[src/rtl/ctrl_path_if.sv]
// Bundles the assembly-buffer, FIFO, counter, state, inverse-data and event signals of ctrl_path_unit.
// master is the driving/consuming side, slave is the unit itself.
interface ctrl_path_if;
    logic [7:0]  data_in;
    logic        load_data;
    logic        write_on_fifo;
    logic        fifo1_full;
    logic        fifo2_full;
    logic        control_sig;
    logic        change_fsm_state;
    logic        en_fsm;
    logic        counter_en;
    logic [31:0] inv_data_in;
    logic        inv_data_en_pulse;
    logic [31:0] data_fifo1;
    logic [7:0]  data_fifo2;
    logic [7:0]  buffer_lsw;
    logic        write_en;
    logic [7:0]  count_out_control;
    logic        control_counter;
    logic        control_state;
    logic        error_sig;
    logic [31:0] inv_data_out;
    logic [2:0]  interruption_code;
    logic        interruption_valid;

    modport master (
        output data_in, load_data, write_on_fifo, fifo1_full, fifo2_full, control_sig,
               change_fsm_state, en_fsm, counter_en, inv_data_in, inv_data_en_pulse,
        input  data_fifo1, data_fifo2, buffer_lsw, write_en, count_out_control,
               control_counter, control_state, error_sig, inv_data_out,
               interruption_code, interruption_valid
    );

    modport slave (
        input  data_in, load_data, write_on_fifo, fifo1_full, fifo2_full, control_sig,
               change_fsm_state, en_fsm, counter_en, inv_data_in, inv_data_en_pulse,
        output data_fifo1, data_fifo2, buffer_lsw, write_en, count_out_control,
               control_counter, control_state, error_sig, inv_data_out,
               interruption_code, interruption_valid
    );
endinterface

[src/rtl/ctrl_path_unit.sv]
// Control-path unit: byte assembly buffer feeding two FIFOs, overflow error flag,
// wrap counter, IDLE/ACTIVE toggle state, inverse-data capture and prioritised event pulses.
module ctrl_path_unit (
    input  logic       clk_control,
    input  logic       rst_n_fsm,
    ctrl_path_if.slave bus
);
    typedef enum logic {
        IDLE   = 1'b0,
        ACTIVE = 1'b1
    } state_t;

    logic [31:0] buffer_q, buffer_d;
    logic [7:0]  count_q, count_d;
    logic        ctrl_cnt_q, ctrl_cnt_d;
    state_t      state_q, state_d;
    logic        error_q, error_d;
    logic [31:0] inv_q, inv_d;
    logic [2:0]  code_q, code_d;
    logic        valid_q, valid_d;

    logic overflow;
    logic wrap;
    logic toggle;
    logic err_rise;

    always_comb begin
        overflow = bus.write_on_fifo & (bus.fifo1_full | bus.fifo2_full);
        wrap     = bus.counter_en & (count_q == 8'hFF);
        toggle   = bus.change_fsm_state & bus.en_fsm;
        err_rise = overflow & ~error_q;

        buffer_d   = bus.load_data ? {buffer_q[23:0], bus.data_in} : buffer_q;
        count_d    = bus.counter_en ? count_q + 8'd1 : count_q;
        ctrl_cnt_d = wrap;
        inv_d      = bus.inv_data_en_pulse ? ~bus.inv_data_in : inv_q;

        state_d = state_q;
        if (toggle) begin
            state_d = (state_q == IDLE) ? ACTIVE : IDLE;
        end

        // A new overflow outranks a simultaneous clear.
        error_d = error_q;
        if (overflow) begin
            error_d = 1'b1;
        end else if (bus.control_sig) begin
            error_d = 1'b0;
        end

        // One pulse per cycle; lower-priority causes in the same cycle are dropped.
        code_d  = code_q;
        valid_d = 1'b0;
        if (err_rise) begin
            code_d  = 3'b001;
            valid_d = 1'b1;
        end else if (wrap) begin
            code_d  = 3'b010;
            valid_d = 1'b1;
        end else if (toggle) begin
            code_d  = 3'b100;
            valid_d = 1'b1;
        end
    end

    always_ff @(posedge clk_control or negedge rst_n_fsm) begin
        if (!rst_n_fsm) begin
            buffer_q   <= '0;
            count_q    <= '0;
            ctrl_cnt_q <= 1'b0;
            state_q    <= IDLE;
            error_q    <= 1'b0;
            inv_q      <= '0;
            code_q     <= '0;
            valid_q    <= 1'b0;
        end else begin
            buffer_q   <= buffer_d;
            count_q    <= count_d;
            ctrl_cnt_q <= ctrl_cnt_d;
            state_q    <= state_d;
            error_q    <= error_d;
            inv_q      <= inv_d;
            code_q     <= code_d;
            valid_q    <= valid_d;
        end
    end

    // The FIFOs sample on the same edge as the shift, so they see the pre-shift buffer.
    assign bus.write_en           = bus.write_on_fifo & ~bus.fifo1_full & ~bus.fifo2_full;
    assign bus.data_fifo1         = buffer_q;
    assign bus.data_fifo2         = buffer_q[7:0];
    assign bus.buffer_lsw         = buffer_q[7:0];
    assign bus.count_out_control  = count_q;
    assign bus.control_counter    = ctrl_cnt_q;
    assign bus.control_state      = (state_q == ACTIVE);
    assign bus.error_sig          = error_q;
    assign bus.inv_data_out       = inv_q;
    assign bus.interruption_code  = code_q;
    assign bus.interruption_valid = valid_q;
endmodule

[src/flat_wrapper.sv]
// flat-port wrapper written by rule: the top's interface ports become plain ports
module ctrl_path_unit_flat 
  (clk_control, rst_n_fsm, bus_data_in, bus_load_data, bus_write_on_fifo, bus_fifo1_full, bus_fifo2_full, bus_control_sig, bus_change_fsm_state, bus_en_fsm, bus_counter_en, bus_inv_data_in, bus_inv_data_en_pulse, bus_data_fifo1, bus_data_fifo2, bus_buffer_lsw, bus_write_en, bus_count_out_control, bus_control_counter, bus_control_state, bus_error_sig, bus_inv_data_out, bus_interruption_code, bus_interruption_valid);
  ctrl_path_if bus_i ();
  input  logic clk_control;
  input  logic rst_n_fsm;
  input wire logic [$bits(bus_i.data_in)-1:0] bus_data_in;
  input wire logic [$bits(bus_i.load_data)-1:0] bus_load_data;
  input wire logic [$bits(bus_i.write_on_fifo)-1:0] bus_write_on_fifo;
  input wire logic [$bits(bus_i.fifo1_full)-1:0] bus_fifo1_full;
  input wire logic [$bits(bus_i.fifo2_full)-1:0] bus_fifo2_full;
  input wire logic [$bits(bus_i.control_sig)-1:0] bus_control_sig;
  input wire logic [$bits(bus_i.change_fsm_state)-1:0] bus_change_fsm_state;
  input wire logic [$bits(bus_i.en_fsm)-1:0] bus_en_fsm;
  input wire logic [$bits(bus_i.counter_en)-1:0] bus_counter_en;
  input wire logic [$bits(bus_i.inv_data_in)-1:0] bus_inv_data_in;
  input wire logic [$bits(bus_i.inv_data_en_pulse)-1:0] bus_inv_data_en_pulse;
  output wire logic [$bits(bus_i.data_fifo1)-1:0] bus_data_fifo1;
  output wire logic [$bits(bus_i.data_fifo2)-1:0] bus_data_fifo2;
  output wire logic [$bits(bus_i.buffer_lsw)-1:0] bus_buffer_lsw;
  output wire logic [$bits(bus_i.write_en)-1:0] bus_write_en;
  output wire logic [$bits(bus_i.count_out_control)-1:0] bus_count_out_control;
  output wire logic [$bits(bus_i.control_counter)-1:0] bus_control_counter;
  output wire logic [$bits(bus_i.control_state)-1:0] bus_control_state;
  output wire logic [$bits(bus_i.error_sig)-1:0] bus_error_sig;
  output wire logic [$bits(bus_i.inv_data_out)-1:0] bus_inv_data_out;
  output wire logic [$bits(bus_i.interruption_code)-1:0] bus_interruption_code;
  output wire logic [$bits(bus_i.interruption_valid)-1:0] bus_interruption_valid;
  assign bus_i.data_in = bus_data_in;
  assign bus_i.load_data = bus_load_data;
  assign bus_i.write_on_fifo = bus_write_on_fifo;
  assign bus_i.fifo1_full = bus_fifo1_full;
  assign bus_i.fifo2_full = bus_fifo2_full;
  assign bus_i.control_sig = bus_control_sig;
  assign bus_i.change_fsm_state = bus_change_fsm_state;
  assign bus_i.en_fsm = bus_en_fsm;
  assign bus_i.counter_en = bus_counter_en;
  assign bus_i.inv_data_in = bus_inv_data_in;
  assign bus_i.inv_data_en_pulse = bus_inv_data_en_pulse;
  assign bus_data_fifo1 = bus_i.data_fifo1;
  assign bus_data_fifo2 = bus_i.data_fifo2;
  assign bus_buffer_lsw = bus_i.buffer_lsw;
  assign bus_write_en = bus_i.write_en;
  assign bus_count_out_control = bus_i.count_out_control;
  assign bus_control_counter = bus_i.control_counter;
  assign bus_control_state = bus_i.control_state;
  assign bus_error_sig = bus_i.error_sig;
  assign bus_inv_data_out = bus_i.inv_data_out;
  assign bus_interruption_code = bus_i.interruption_code;
  assign bus_interruption_valid = bus_i.interruption_valid;
  ctrl_path_unit u_core (.clk_control(clk_control), .rst_n_fsm(rst_n_fsm), .bus(bus_i));
endmodule
[config.mk]
export PLATFORM = sky130hd
export DESIGN_NAME = ctrl_path_unit_flat
export DESIGN_NICKNAME = d
export VERILOG_FILES = /design/src/rtl/ctrl_path_if.sv /design/src/rtl/ctrl_path_unit.sv /design/src/flat_wrapper.sv
export SDC_FILE = /design/constraint.sdc
export NUM_CORES = 1
export LEC_CHECK = 0
export BUFFER_PORTS_ARGS = -buffer_cell sky130_fd_sc_hd__clkbuf_2
export CORE_ASPECT_RATIO = 2
export CORE_UTILIZATION = 48
export CTS_BUF_LIST = sky130_fd_sc_hd__clkbuf_4
export CTS_CLUSTER_SIZE = 12
export DETAILED_ROUTE_END_ITERATION = 8
export PLACE_DENSITY_LB_ADDON = 0.25
export SLEW_MARGIN = 20
export SYNTH_ARGS = -nofsm -noshare
export SYNTH_HDL_FRONTEND = slang
export SYNTH_SLANG_ARGS = --single-unit
[constraint.sdc]
create_clock -name clk_control -period 1.3 [get_ports clk_control]
set_input_delay 0.065 -clock clk_control [delete_from_list [all_inputs] [get_ports clk_control]]
set_output_delay 0.065 -clock clk_control [all_outputs]
set_load 0.03 [all_outputs]
==> flow_summary.toml, run 1 <==
[finish]
synthToLayoutAreaGrowth_pct = 42.8
register_area_um2 = 1980
fillers = 499
nets = 472
insertedDiodeCount = 0
drive_gt1_frac = 0.478
multi_input_area_um2 = 930

[timing]
setup_viol = 0
hold_violations = 0
fin_crit_sh = 0.930
grt_setup_unrepaired = "false"
clock_skew_ns = 0.00635
relSlewSlack = 0.717
finalSetupTns_ns = 0
post-route-min-period_ns = 1.21
slew_violations = 0
fmax_ghz = 0.827
tightest_slew_ns = 0.419

[route]
drt-wirelength-per-cell_um = 13.7
final_antenna_net_count = 0
drt_pass1_iterations = 5
avgViaCountPerCell = 4.61
drc = 0
vias = 2357
wl_mm = 7.01
drt-initial-drc-count = 87

[floorplanning]
die_area_um2 = 7030
fp.dieW_um = 59.8
die-height_um = 118
core-area_um2 = 6360
initial_utilization = 0.504
ios = 147
num_rows = 41

[setup_path]
path_class = "reg -> reg"
worstPathArrival_ns = 1.53
cp_slowest_stage_delay_ns = 0.46
slowest_stage = "dfrtp_2"
cp_cell_sequence = "ha_1 > nand4_4 > nor2_2 > nor3_1"
startpoint_type = "flop"
cp-end-kind = "flop"
cp.required_ns = 1.62
worstPathMaxFanout = 5

[clock_network]
clockBufferDepth = 2
cts_tree = "built"
clk_latency_ns = 0.41
clk_pin_slew_worst_paths_ns = 0.11
cts_buffers = 9
cts_sinks = 79
cts-root-buf = "clkbuf_4"
htree_levels = 3

[global_route]
antenna_found_initial = 0
grt_max_degree = 34
grtUsageTotal = 0.214
gr-total-overflow = 0
grt_pass1_wl_mm = 11.1
grt_pass1_vias = 2420

[pwr]
total_power_uw = 7120
switching_share = 0.369
intPower_uw = 4490
p_sw_uw = 2630
vdd_drop_max_mv = 1.28
sequentialPowerShare = 0.457
power.share.clock = 0.222
p_comb_frac = 0.321
cellPowerDensity_nw_per_um2 = 1560
leakage_uw = 0.00245

[run_status]
status = "complete, no violations"

[placed_design]
gp_congestion = 0.746
port_buffers = 146
hpwl_mm = 4.69

[yosys]
netlist.top_cell.by_area = "dfrtp_1"
ys_top_cells_by_area = "dfrtp_1 (62%), mux2_2 (11%), mux2i_1 (10%)"
synth-seq-cells = 79
synth_nets = 287
synth_area_um2 = 3210
synth_top_area_share = 0.617
synth_cells = 235
ys_types = 26
yosys_most_used_dff = "dfrtp_1"
synth_warnings = 0
synth_edf_count = 0
syn_area_per_cell_um2 = 13.6
synthArstFlopShare = 1.00
ys_seq_area_frac = 0.617

[job]
drv_cap = 0

[min_path]
hp-class = "in -> reg"
[Yosys cell counts, types with 2 or more instances]
cell and n:
dfrtp_1 79, inv_1 33, mux2i_1 32, mux2_2 31, buf_4 22, nand2_1 5, xnor2_1 4, xor2_1 4
nand3_1 3, mux2_1 2, nand4_1 2, nor2_1 2, nor2_2 2, o21ai_0 2
[power groups by stage]
stage          Sequential (µW)  Clock [µW]  Combinational (µW)
6_report                  3250        1580                2280
3_3_place_gp              3270           0                2150
3_5_place_dp              3290           0                2180
4_1_cts                   3250        1660                2290
2_1_floorplan             4070           0                 704
5_1_grt                   3320        1750                2430
[critical path: cells and delay by family (launching register included)]
kind / cells / cell delay [ns]
AND/OR/NAND/NOR: 3 / 0.43
adder cells (fa/ha/maj): 1 / 0.25
flip-flops: 1 / 0.46
[final timing paths]
| kind | cells after the start | from | endpoint | slack, ns |
|---|---|---|---|---|
| worst max register to register | 4 | u_core.bus.count_out_control[0] | u_core.bus.interruption_code[2] | 0.09 |
| max in group asynchronous | 3 | rst_n_fsm | u_core.bus.inv_data_out[19] | 0.69 |
| worst min register to register | 1 | u_core.bus.data_fifo1[31] | u_core.bus.data_fifo1[31] | 0.52 |
| worst max-delay path | 4 | u_core.bus.count_out_control[0] | u_core.bus.interruption_code[2] | 0.09 |
| min in group asynchronous | 2 | rst_n_fsm | u_core.bus.data_fifo1[17] | 0.10 |
| worst min-delay path | 3 | bus_fifo1_full | u_core.bus.error_sig | 0.04 |
[timing repair]
action                                 CTS  global route
resized for setup                        0             2
setup buffers                            0             0
hold buffers                            47             0
setup endpoints to repair                0             2
endpoints found under the hold margin  127             0
[state kept, by name, indices dropped and copies added (netlist names)]
name,cells
u_core.bus.inv_data_out,32
u_core.bus.control_state,1
u_core.bus.interruption_valid,1
u_core.bus.control_counter,1
u_core.bus.count_out_control,8
u_core.bus.error_sig,1
u_core.bus.data_fifo1,32
u_core.bus.interruption_code,3
[logic make-up (layout without fill, tap and decap cells)]
| family | after synthesis | count (layout) | share of synthesized area |
|---|---|---|---|
| flip-flops | 79 | 79 | 0.617 |
| multiplexers | 65 | 65 | 0.216 |
| buffers and inverters | 57 | 247 | 0.0933 |
| AND/OR/NAND/NOR | 19 | 19 | 0.0363 |
| XOR/XNOR | 8 | 8 | 0.0219 |
| AO/OA/AOI/OAI | 6 | 6 | 0.0121 |
| adder cells (fa/ha/maj) | 1 | 1 | 0.00390 |
[metrics by stage]
step                cell area (µm²)  std cells  hold slack (ns)  worst slack, ns   util
detailed placement             3950        448           0.0103           0.0754  0.621
global route                   4580        511           0.0418           0.0216  0.720
CTS                            4570        511          0.00138           0.0238  0.719
floorplan                      3210        235           -0.231           0.0782      -
global placement               3950        448          0.00882            0.166  0.621
finish                         4580        511           0.0437           0.0908  0.720
[area by class of cell]
class,instances,area share
Clock buffer,11,0.0180
Clock inverter,5,0.0159
Inverter,33,0.0271
Multi-Input combinational cell,99,0.203
Sequential cell,79,0.433
Tap cell,86,0.0235
Timing Repair Buffer,198,0.280
[layer usage]
layer / vias to the layer above / track usage / share of wire
li1: 1118 / - / -
met2: 101 / 0.365 / 0.55
met4: 0 / 0.140 / 0.044
met5: - / 0 / 0
met3: 23 / 0.0527 / 0.049
met1: 1115 / 0.221 / 0.36
[layout by cell type, fill, tap and decap left out, types with 4 or more instances in the layout]
cell type,n
dlygate4sd3_1,46
clkbuf_4,11
mux2_2,31
mux2i_1,32
xnor2_1,4
inv_1,33
dfrtp_1,76
xor2_1,4
nand2_1,5
clkbuf_2,145
Power figures use the tool's default switching activity.
==> run 2: changes to the inputs <==
CAP_MARGIN = 20   (was default)
CELL_PAD_IN_SITES_DETAIL_PLACEMENT = 0   (was default)
CELL_PAD_IN_SITES_GLOBAL_PLACEMENT = 1   (was default)
CORE_UTILIZATION = 37   (was 48)
CTS_BUF_LIST = sky130_fd_sc_hd__clkbuf_8   (was sky130_fd_sc_hd__clkbuf_4)
==> run 2 against run 1 <==
Against the previous run:
- maximum frequency rose by 1.3%
- critical path type unchanged
- count of clock-buffer cells in the layout fell by 1
- sequential share of layout area fell by 0.33 points
- clock skew rose by 0.0032 ns
==> flow_summary.toml, run 2 (synthesized netlist as in run 1, its figures left out) <==
[route]
vias = 2325
final_antenna_net_count = 0
wl_mm = 6.86
avgViaCountPerCell = 4.50
drc = 0
drt_pass1_iterations = 4
drt-initial-drc-count = 54
drt-wirelength-per-cell_um = 13.3

[setup_path]
startpoint_type = "flop"
worstSetupStartpoint = "u_core.bus.count_out_control[0]"
cp-end-kind = "flop"
slowest_stage = "dfrtp_2"
worstPathArrival_ns = 1.45
worstReg2RegStart = "u_core.bus.count_out_control[0]"
cp.required_ns = 1.55
cp_cell_sequence = "ha_1 > nand4_4 > nor2_2 > nor3_1"
path_class = "reg -> reg"
critPathBufInv = 0
critPathTopFamily = "flip-flops"
worstPathMaxFanout = 5
cp_slowest_stage_delay_ns = 0.44

[clock_network]
cts_buffers = 9
cts_hold_buf = 43
clk_latency_ns = 0.34
htree_levels = 3
clk_pin_slew_worst_paths_ns = 0.08
post_cts_buffers = 0
clockBufferDepth = 2
postCtsResizedCells = 0
cts_sinks = 79
cts-root-buf = "clkbuf_8"
cts_tree = "built"

[global_route]
gr-total-overflow = 0
grt_max_degree = 33
grt_pass1_vias = 2437
grt_pass1_wl_mm = 11.0
antenna_found_initial = 0
grtUsageTotal = 0.164

[timing]
setup_viol = 0
fmax_ghz = 0.838
tightest_slew_ns = 0.418
finalSetupTns_ns = 0
hold_violations = 0
slew_violations = 0
grt_setup_unrepaired = "false"
post-route-min-period_ns = 1.19
clock_skew_ns = 0.00951
hold_slack_ns = 0.0646
fin_crit_sh = 0.918
relSlewSlack = 0.719
fin_ws_ns = 0.107

[placed_design]
hpwl_mm = 4.93
place_area_um2 = 3970
gp_congestion = 0.713
preCtsSetupSlack_ns = 0.0840
port_buffers = 146

[pwr]
total_power_uw = 7420
vdd_drop_max_mv = 1.28
cellPowerDensity_nw_per_um2 = 1610
leakage_uw = 0.00245

[floorplanning]
die_area_um2 = 9060
num_rows = 47
core-area_um2 = 8350
fp.dieW_um = 67.8
die-height_um = 134
initial_utilization = 0.384
ios = 147

[finish]
drive_gt1_frac = 0.480
insertedDiodeCount = 0
fillers = 729
synthToLayoutAreaGrowth_pct = 43.8
design_area_um2 = 4610
final_cell_mix = "clkbuf_2 (145), dfrtp_1 (77), dlygate4sd3_1 (43)"
nets = 467
final_common_cell = "clkbuf_2"

[job]
drv_cap = 0

[min_path]
hp-class = "in -> reg"
min_from = "bus_en_fsm"

[run_status]
status = "complete, no violations"
[run 2: path summary, 6_finish.rpt]
| kind | cells after the start | slack (ns) | endpoint |
|---|---|---|---|
| setup / recovery | 4 | 0.11 | u_core.bus.interruption_code[2] |
| hold / removal | 3 | 0.06 | u_core.bus.interruption_code[2] |
| setup reg to reg | 4 | 0.11 | u_core.bus.interruption_code[2] |
| hold reg to reg | 1 | 0.49 | u_core.bus.control_state |
| max in group asynchronous | 3 | 0.63 | u_core.bus.data_fifo1[22] |
| min in group asynchronous | 2 | 0.20 | u_core.bus.data_fifo1[21] |
[run 2: through the flow]
step / instances / util
after floorplan: 235 / -
after global placement: 459 / 0.475
after detailed placement: 459 / 0.475
after CTS: 517 / 0.552
after global routing: 517 / 0.552
final: 517 / 0.552
[run 2: power by group]
part / total, µW / internal [µW] / switching (µW)
Combinational: 2250 / 796 / 1450
Sequential: 3250 / 2870 / 371
Clock: 1930 / 1110 / 823
Total: 7420 / 4780 / 2640
[run 2: layer usage]
layer | global-route usage | part of all wire
met1 | 0.162 | 0.37
met2 | 0.301 | 0.55
met3 | 0.0394 | 0.058
met4 | 0.0810 | 0.023
met5 | 0 | 0
[run 2: worst register-to-register path, cell delays in order, from the launching register on]
cell     delay [ns]
dfrtp_2        0.44
ha_1           0.25
nand4_4        0.14
nor2_2         0.07
nor3_1         0.20
[run 2: final cells by class]
class | count | area (µm²) | area share
Tap cell | 98 | 123 | 0.0266
Inverter | 33 | 124 | 0.0269
Timing Repair Buffer | 193 | 1240 | 0.270
Clock buffer | 10 | 138 | 0.0299
Clock inverter | 5 | 73.8 | 0.0160
Multi-Input combinational cell | 99 | 930 | 0.202
Sequential cell | 79 | 1980 | 0.429
